===== src/rtl/mul_sequencer_pkg.sv =====
// mul_sequencer_pkg: shared execute-stage constants plus the multiply sequencer state encoding
package mul_sequencer_pkg;

    localparam int REGISTER_FILE_LEN = 32;
    localparam int EXEC_COMMAND_LEN  = 4;
    localparam int STATUS_REG_LEN    = 4;

    localparam logic [EXEC_COMMAND_LEN-1:0] EXEC_ADD = 4'h4;

    typedef enum logic [1:0] {
        MUL_IDLE = 2'd0,
        MUL_ITER = 2'd1,
        MUL_DONE = 2'd2
    } mul_state_e;

    // Status word order matches the ALU status output: {Z, C, N, V}
    function automatic logic [STATUS_REG_LEN-1:0] pack_status(
        input logic z, input logic c, input logic n, input logic v);
        return {z, c, n, v};
    endfunction

endpackage


===== src/rtl/mul_sequencer.sv =====
// mul_sequencer: shift-and-add MUL/MLA controller that borrows the shared ALU as its adder
module mul_sequencer
    import mul_sequencer_pkg::*;
#(
    parameter int DATA_W = REGISTER_FILE_LEN,
    parameter int CNT_W  = 5,
    parameter int STAT_W = STATUS_REG_LEN
) (
    input  logic                        clk,
    input  logic                        rst,
    input  logic                        start,
    input  logic                        accumulate,
    input  logic [DATA_W-1:0]           mcand_in,
    input  logic [DATA_W-1:0]           mplier_in,
    input  logic [DATA_W-1:0]           acc_in,
    input  logic [STAT_W-1:0]           status_in,
    input  logic [DATA_W-1:0]           alu_res,
    output logic                        alu_own,
    output logic [DATA_W-1:0]           alu_val_1,
    output logic [DATA_W-1:0]           alu_val_2,
    output logic [EXEC_COMMAND_LEN-1:0] alu_exec_cmd,
    output logic                        busy,
    output logic                        done,
    output logic [DATA_W-1:0]           result,
    output logic [STAT_W-1:0]           status_out
);

    localparam logic [CNT_W-1:0] CNT_LAST = CNT_W'(DATA_W - 1);

    mul_state_e        state_q, state_d;
    logic [DATA_W-1:0] product_q, product_d;
    logic [DATA_W-1:0] mcand_q, mcand_d;
    logic [DATA_W-1:0] mplier_q, mplier_d;
    logic [CNT_W-1:0]  cnt_q, cnt_d;
    logic [DATA_W-1:0] res_q, res_d;
    logic [STAT_W-1:0] stat_q, stat_d;
    logic [STAT_W-1:0] stat_calc;
    logic              unused_status;

    // Only C and V of the incoming status survive; Z and N are recomputed from the product
    assign unused_status = ^{status_in[3], status_in[1]};
    assign stat_calc = pack_status(product_q == '0, status_in[2], product_q[DATA_W-1], status_in[0]);

    // State and datapath registers; reset aborts any operation in flight
    always_ff @(posedge clk or posedge rst) begin
        if (rst) begin
            state_q   <= MUL_IDLE;
            product_q <= '0;
            mcand_q   <= '0;
            mplier_q  <= '0;
            cnt_q     <= '0;
            res_q     <= '0;
            stat_q    <= '0;
        end else begin
            state_q   <= state_d;
            product_q <= product_d;
            mcand_q   <= mcand_d;
            mplier_q  <= mplier_d;
            cnt_q     <= cnt_d;
            res_q     <= res_d;
            stat_q    <= stat_d;
        end
    end

    // Next state, one ALU add per ITER cycle, and the stall/ownership outputs
    always_comb begin
        state_d      = state_q;
        product_d    = product_q;
        mcand_d      = mcand_q;
        mplier_d     = mplier_q;
        cnt_d        = cnt_q;
        res_d        = res_q;
        stat_d       = stat_q;
        busy         = 1'b0;
        alu_own      = 1'b0;
        done         = 1'b0;
        alu_val_1    = '0;
        alu_val_2    = '0;
        alu_exec_cmd = EXEC_ADD;
        case (state_q)
            MUL_IDLE: begin
                if (start) begin
                    mcand_d   = mcand_in;
                    mplier_d  = mplier_in;
                    cnt_d     = '0;
                    product_d = accumulate ? acc_in : '0;
                    state_d   = MUL_ITER;
                end
            end
            MUL_ITER: begin
                busy      = 1'b1;
                alu_own   = 1'b1;
                alu_val_1 = product_q;
                alu_val_2 = mplier_q[0] ? mcand_q : '0;
                product_d = alu_res;
                mcand_d   = mcand_q << 1;
                mplier_d  = mplier_q >> 1;
                cnt_d     = cnt_q + 1'b1;
                state_d   = (mplier_d == '0 || cnt_q == CNT_LAST) ? MUL_DONE : MUL_ITER;
            end
            MUL_DONE: begin
                busy    = 1'b1;
                done    = 1'b1;
                res_d   = product_q;
                stat_d  = stat_calc;
                state_d = MUL_IDLE;
            end
            default: state_d = MUL_IDLE;
        endcase
    end

    assign result     = done ? product_q : res_q;
    assign status_out = done ? stat_calc : stat_q;

endmodule


===== config.mk =====
export PLATFORM = sky130hd
export DESIGN_NAME = mul_sequencer
export DESIGN_NICKNAME = d
export VERILOG_FILES = /design/src/rtl/mul_sequencer_pkg.sv /design/src/rtl/mul_sequencer.sv
export SDC_FILE = /design/constraint.sdc
export NUM_CORES = 1
export LEC_CHECK = 0
export CAP_MARGIN = 15
export CORE_MARGIN = 5
export CORE_UTILIZATION = 36
export DETAILED_ROUTE_END_ITERATION = 10
export GPL_TIMING_DRIVEN = 0
export PLACE_DENSITY = 0.74
export REMOVE_ABC_BUFFERS = 1
export SYNTH_ARGS = -nofsm -noshare
export SYNTH_HDL_FRONTEND = slang
export SYNTH_SLANG_ARGS = --single-unit

===== constraint.sdc =====
create_clock -name clk -period 14.9 [get_ports clk]
set_input_delay 4.47 -clock clk [delete_from_list [all_inputs] [get_ports clk]]
set_output_delay 4.47 -clock clk [all_outputs]
set_load 0.02 [all_outputs]

* After elaboration in Yosys (flattened, before gate mapping)
Cells that the tools add are included.
Storage, ports and cells: bits in registers 139, output and inout port bits 107, input bits 136, logic and storage cells 39
Operators by class: reduce and logical (&&, ||, !) cells 7, add/sub/neg operators 1, equality and inequality tests 4, muxes and demuxes 20
Operator list (count):
- two-way mux 32 bit | 8
- one-hot mux 32 bit (2 select lines) | 3
- logical NOT 32 bit | 2
- one-hot mux 5 bit (2 select lines) | 1
- adder 5 x 1 -> 5 bit, second input constant | 1
- == test 5 bit, second input constant | 1
- two-way mux 5 bit | 1
- two-way mux 2 bit | 2
- two-way mux 4 bit | 1
- one-hot mux 2 bit (2 select lines) | 1
- two-way mux 1 bit | 3
- == test 2 x 1 -> 1 bit, second input constant | 1
- == test 2 bit, second input constant | 1
- logical NOT 2 bit | 1
- inequality test 2 bit, second input constant | 1
- AND reduction 2 bit | 1
- nonzero test 2 bit | 1
- OR reduction 2 bit | 1
- logical OR 1 bit | 1

* Logic depth before layout (Yosys ltp)
Gate-level depths: netlist (run 1).
word-level depth 4, mapped depth 9, depth with buffers taken out 6

* Worst setup path before layout (run 1)
OpenSTA, ideal clock, no wires.
path kind input-to-output, start input port status_in[0], end output port status_out[0], buffers on the path 0, setup slack 5.649 ns, data arrival time 4.781 ns, required time 10.430 ns, stages 1, cells stage by stage mux2_2
Between the ends: longest elaborated chain between the ends 1
RTL lines:
- start: declaration | RTL line mul_sequencer.sv:16 | input logic [STAT_W-1:0] status_in,
- two-way mux 4 bit | RTL line mul_sequencer.sv:113 | assign status_out = done ? stat_calc : stat_q;
- end: declaration | RTL line mul_sequencer.sv:25 | output logic [STAT_W-1:0] status_out
No other way between the ends.

* Worst setup path after layout (run 1)
start input port status_in[2], end output port status_out[2]
The elaborated chain is that of the path after synthesis.

==> results.tsv, run 1 <==
stage	metric	value	unit
logic_synthesis	syn-cell-area	6653	um^2
logic_synthesis	synth_top_area_share	51.91	%
logic_synthesis	synth_ff_type	dfrtp_1	
pwr	p_leak	4.381	nW
sta	tightest_slew	0.9409	ns
clock_tree	clk_pin_slew	0.06	ns
placement	place.port_buffers	236	
sta	drv_slew	0	
setup_path	worst_ep_arrival_time	5.70	ns
sta	hold_viol	0	
pwr	internal-power	1.159	mW
layout	drive_gt1_share	9.629	%
floorplan	pin_count	243	
floorplan	die_x	145.9	um
placement	place.gp.congestion	0.7692	
layout	nFillCells	1630	
pwr	combPwrFrac	42.2	%
logic_synthesis	synth_common_cells	dfrtp_1 (138), nand2_1 (98), o21ai_0 (87)	
setup_path	reg2reg_depth	8	
logic_synthesis	synth_area_leader_cell	dfrtp_1	
floorplan	fp-row-count	49	
placement	dp_cells	1059	
clock_tree	clock-sinks	138	
grt	grt_pass1_wl	29.84	mm
clock_tree	cts.hold.buffers_added	0	
clock_tree	cts_tree	yes	
setup_path	cp-startpoint	status_in[2]	
worst_hold_path	worstHoldStart	mcand_q[0]	
grt	antenna_found_initial	0	
pwr	vdd_ir_drop_max	0.07915	mV
clock_tree	insertion_delay	0.41	ns
floorplan	dieArea	21300	um^2
route	wl_per_cell	16.98	um
sta	skew	0.01004	ns
pwr	p_clk_share	22.8	%
logic_synthesis	synthArstFlopShare	100.0	%
layout	fin_nets	990	
pwr	sw_frac_of_total	36.71	%
logic_synthesis	syn_area_per_cell	10.39	um^2
logic_synthesis	synth_cells	640	
setup_path	worst-setup-path-type	primary input to output port	
clock_tree	cts_buffers	17	
route	via_per_inst	4.954	
grt	grtUsageTotal	17.22	%
setup_path	r2r_start	state_q[1]	
logic_synthesis	synth_seq_area_share	51.91	%
sta	setup_viol	0	
worst_hold_path	hold_path_depth	2	
setup_path	required	10.43	ns
clock_tree	post_cts_buffers	0	
route	dr.pass1.iters	5	
clock_tree	cts_root_buf	clkbuf_16	
layout	fin_area	9874	um^2
clock_tree	htreeDepth	4	
placement	place_area	9284	um^2
setup_path	worst-path-max-fanout	2	
route	drt_iter0_markers	261	
logic_synthesis	synthTopCellsByArea	dfrtp_1 (52%), mux2i_1 (9.5%), o21ai_0 (6.5%), mux2_2 (5.8%), nand2_1 (5.5%)	
floorplan	start_util	36.78	%
clock_tree	cts_buffer_depth	2	
route	ant_nets	0	
route	num_vias	5405	
sta	max_freq	98.31	MHz
route	remaining_drc_errors	0	
pwr	pwr_density_cell	185.4	nW/um^2
logic_synthesis	synth_edf_count	0	
sta	fin_crit	10.17	ns
sta	slew_headroom	37.27	%
job	max_cap_violations	0	
layout	syn_to_final_growth	48.43	%
logic_synthesis	netlist-cell-type-count	35	
grt	grt_pass1_vias	5456	
pwr	p_switching	0.6721	mW
sta	fin_tns_setup	0	ns
setup_path	cp-start-kind	primary input	
run_status	status	complete, no violations	
route	drt_wl_total	18.53	mm
floorplan	fp.dieH	145.9	um
logic_synthesis	ys_ff_latch	138	
sta	rsz0062_at_grt	no	
pwr	seq_power_share	35.0	%
sta	finalCritPeriodShare	68.27	%
grt	overflow	0	
worst_hold_path	worst_hold_path_type	flip-flop to flip-flop	
placement	place_hpwl	13.56	mm
layout	instances_no_fill	1091	
layout	n_antenna_cell	0	
logic_synthesis	yosys.cell_count.top_type	dfrtp_1	
grt	grt_max_degree	83	
floorplan	core-area	18090	um^2
setup_path	cp-end-kind	output port	
clock_tree	cts_resized	0	
logic_synthesis	yosysWarnings	0	
-- metal layers --
metal  global-route usage, %  up-vias  share of wire (%)
li1                        -     2663                  -
met1                   21.92     2567                 45
met2                   29.03      158                 48
met3                   4.921       17                5.9
met4                   4.226        0                1.1
met5                       0        -                  0
-- layout make-up --
cell class | count | area, um^2 | area share, %
Inverter | 7 | 31.28 | 0.3168
Multi-Input combinational cell | 440 | 2918 | 29.55
Clock inverter | 11 | 120.1 | 1.216
Tap cell | 229 | 286.5 | 2.902
Timing Repair Buffer | 245 | 2595 | 26.28
Clock buffer | 21 | 470.5 | 4.764
Sequential cell | 138 | 3453 | 34.97
-- layout by cell type, fill, tap and decap left out, drive strengths merged, types with 3 or more instances in the layout --
cell / instances
mux2: 34
clkbuf: 21
and3: 35
conb: 4
clkinv: 6
and2: 32
dfrtp: 138
inv: 7
a22oi: 32
ha: 5
nand2: 98
nand4: 3
clkinvlp: 3
clkdlybuf4s50: 236
buf: 9
mux2i: 64
nor4: 12
o21ai: 97
-- power by group through the flow --
stage / Clock [mW] / Sequential, mW / Combinational (mW)
3_5_place_dp: 0 / 0.646 / 0.784
4_1_cts: 0.428 / 0.640 / 0.785
5_1_grt: 0.446 / 0.661 / 0.840
6_report: 0.418 / 0.640 / 0.773
2_1_floorplan: 0 / 0.603 / 0.481
3_3_place_gp: 0 / 0.644 / 0.778
-- flip-flops by register name, indices dropped and copies added (netlist names) --
signal / count
cnt_q: 5
stat_q: 4
mcand_q: 32
res_q: 31
state_q: 2
product_q: 32
mplier_q: 32
-- logic make-up after synthesis --
logic type	after synthesis	synth area share [%]
buffers and inverters	64	4.815
AOI/OAI and AO/OA	139	12.15
other	2	0.1129
adders and majority gates	5	0.9404
DFF	138	51.91
and+or+nand+nor	194	14.63
muxes	98	15.44
-- stage by stage --
stage | hold slack [ns] | utilization (%) | total power, mW | setup slack [ns]
2_1_floorplan | 0.4429 | - | 1.084 | 4.461
3_3_place_gp | 0.4626 | 49.84 | 1.422 | -2.145
3_5_place_dp | 0.4800 | 51.33 | 1.431 | 4.728
4_1_cts | 0.4963 | 54.60 | 1.854 | 4.723
5_1_grt | 0.4976 | 54.60 | 1.947 | 4.691
6_report | 0.4932 | 54.60 | 1.831 | 4.728
-- critical path, stage by stage --
cell and delay (ns):
clkdlybuf4s50_1 0.41, mux2_2 0.28, clkdlybuf4s50_1 0.55
-- path summary, 6_finish.rpt --
kind	end	slack, ns
max in group asynchronous	product_q[0]	9.61
hold / removal	mcand_q[0]	0.49
hold reg to reg	mcand_q[0]	0.49
min in group asynchronous	mcand_q[18]	4.52
setup reg to reg	product_q[16]	12.44
setup / recovery	status_out[2]	4.73
No activity file was read; power rests on OpenSTA's default activity.
==> run 2, diff against run 1 <==
==> constraint.sdc (replaced) <==
create_clock -name clk -period 10.1 [get_ports clk]
set_input_delay 3.03 -clock clk [delete_from_list [all_inputs] [get_ports clk]]
set_output_delay 3.03 -clock clk [all_outputs]
set_load 0.02 [all_outputs]
==> results of run 2 <==
The final DEF is identical to that of run 1. Status: complete, no violations.
Among the figures that moved: setup slack after placement 4.728 ns -> 2.808 ns; setup slack after layout 4.728 ns -> 2.808 ns; register-to-register setup slack 12.44 ns -> 7.64 ns; total power 1.831 mW -> 2.701 mW; worst IR drop on VDD 0.07915 mV -> 0.1168 mV
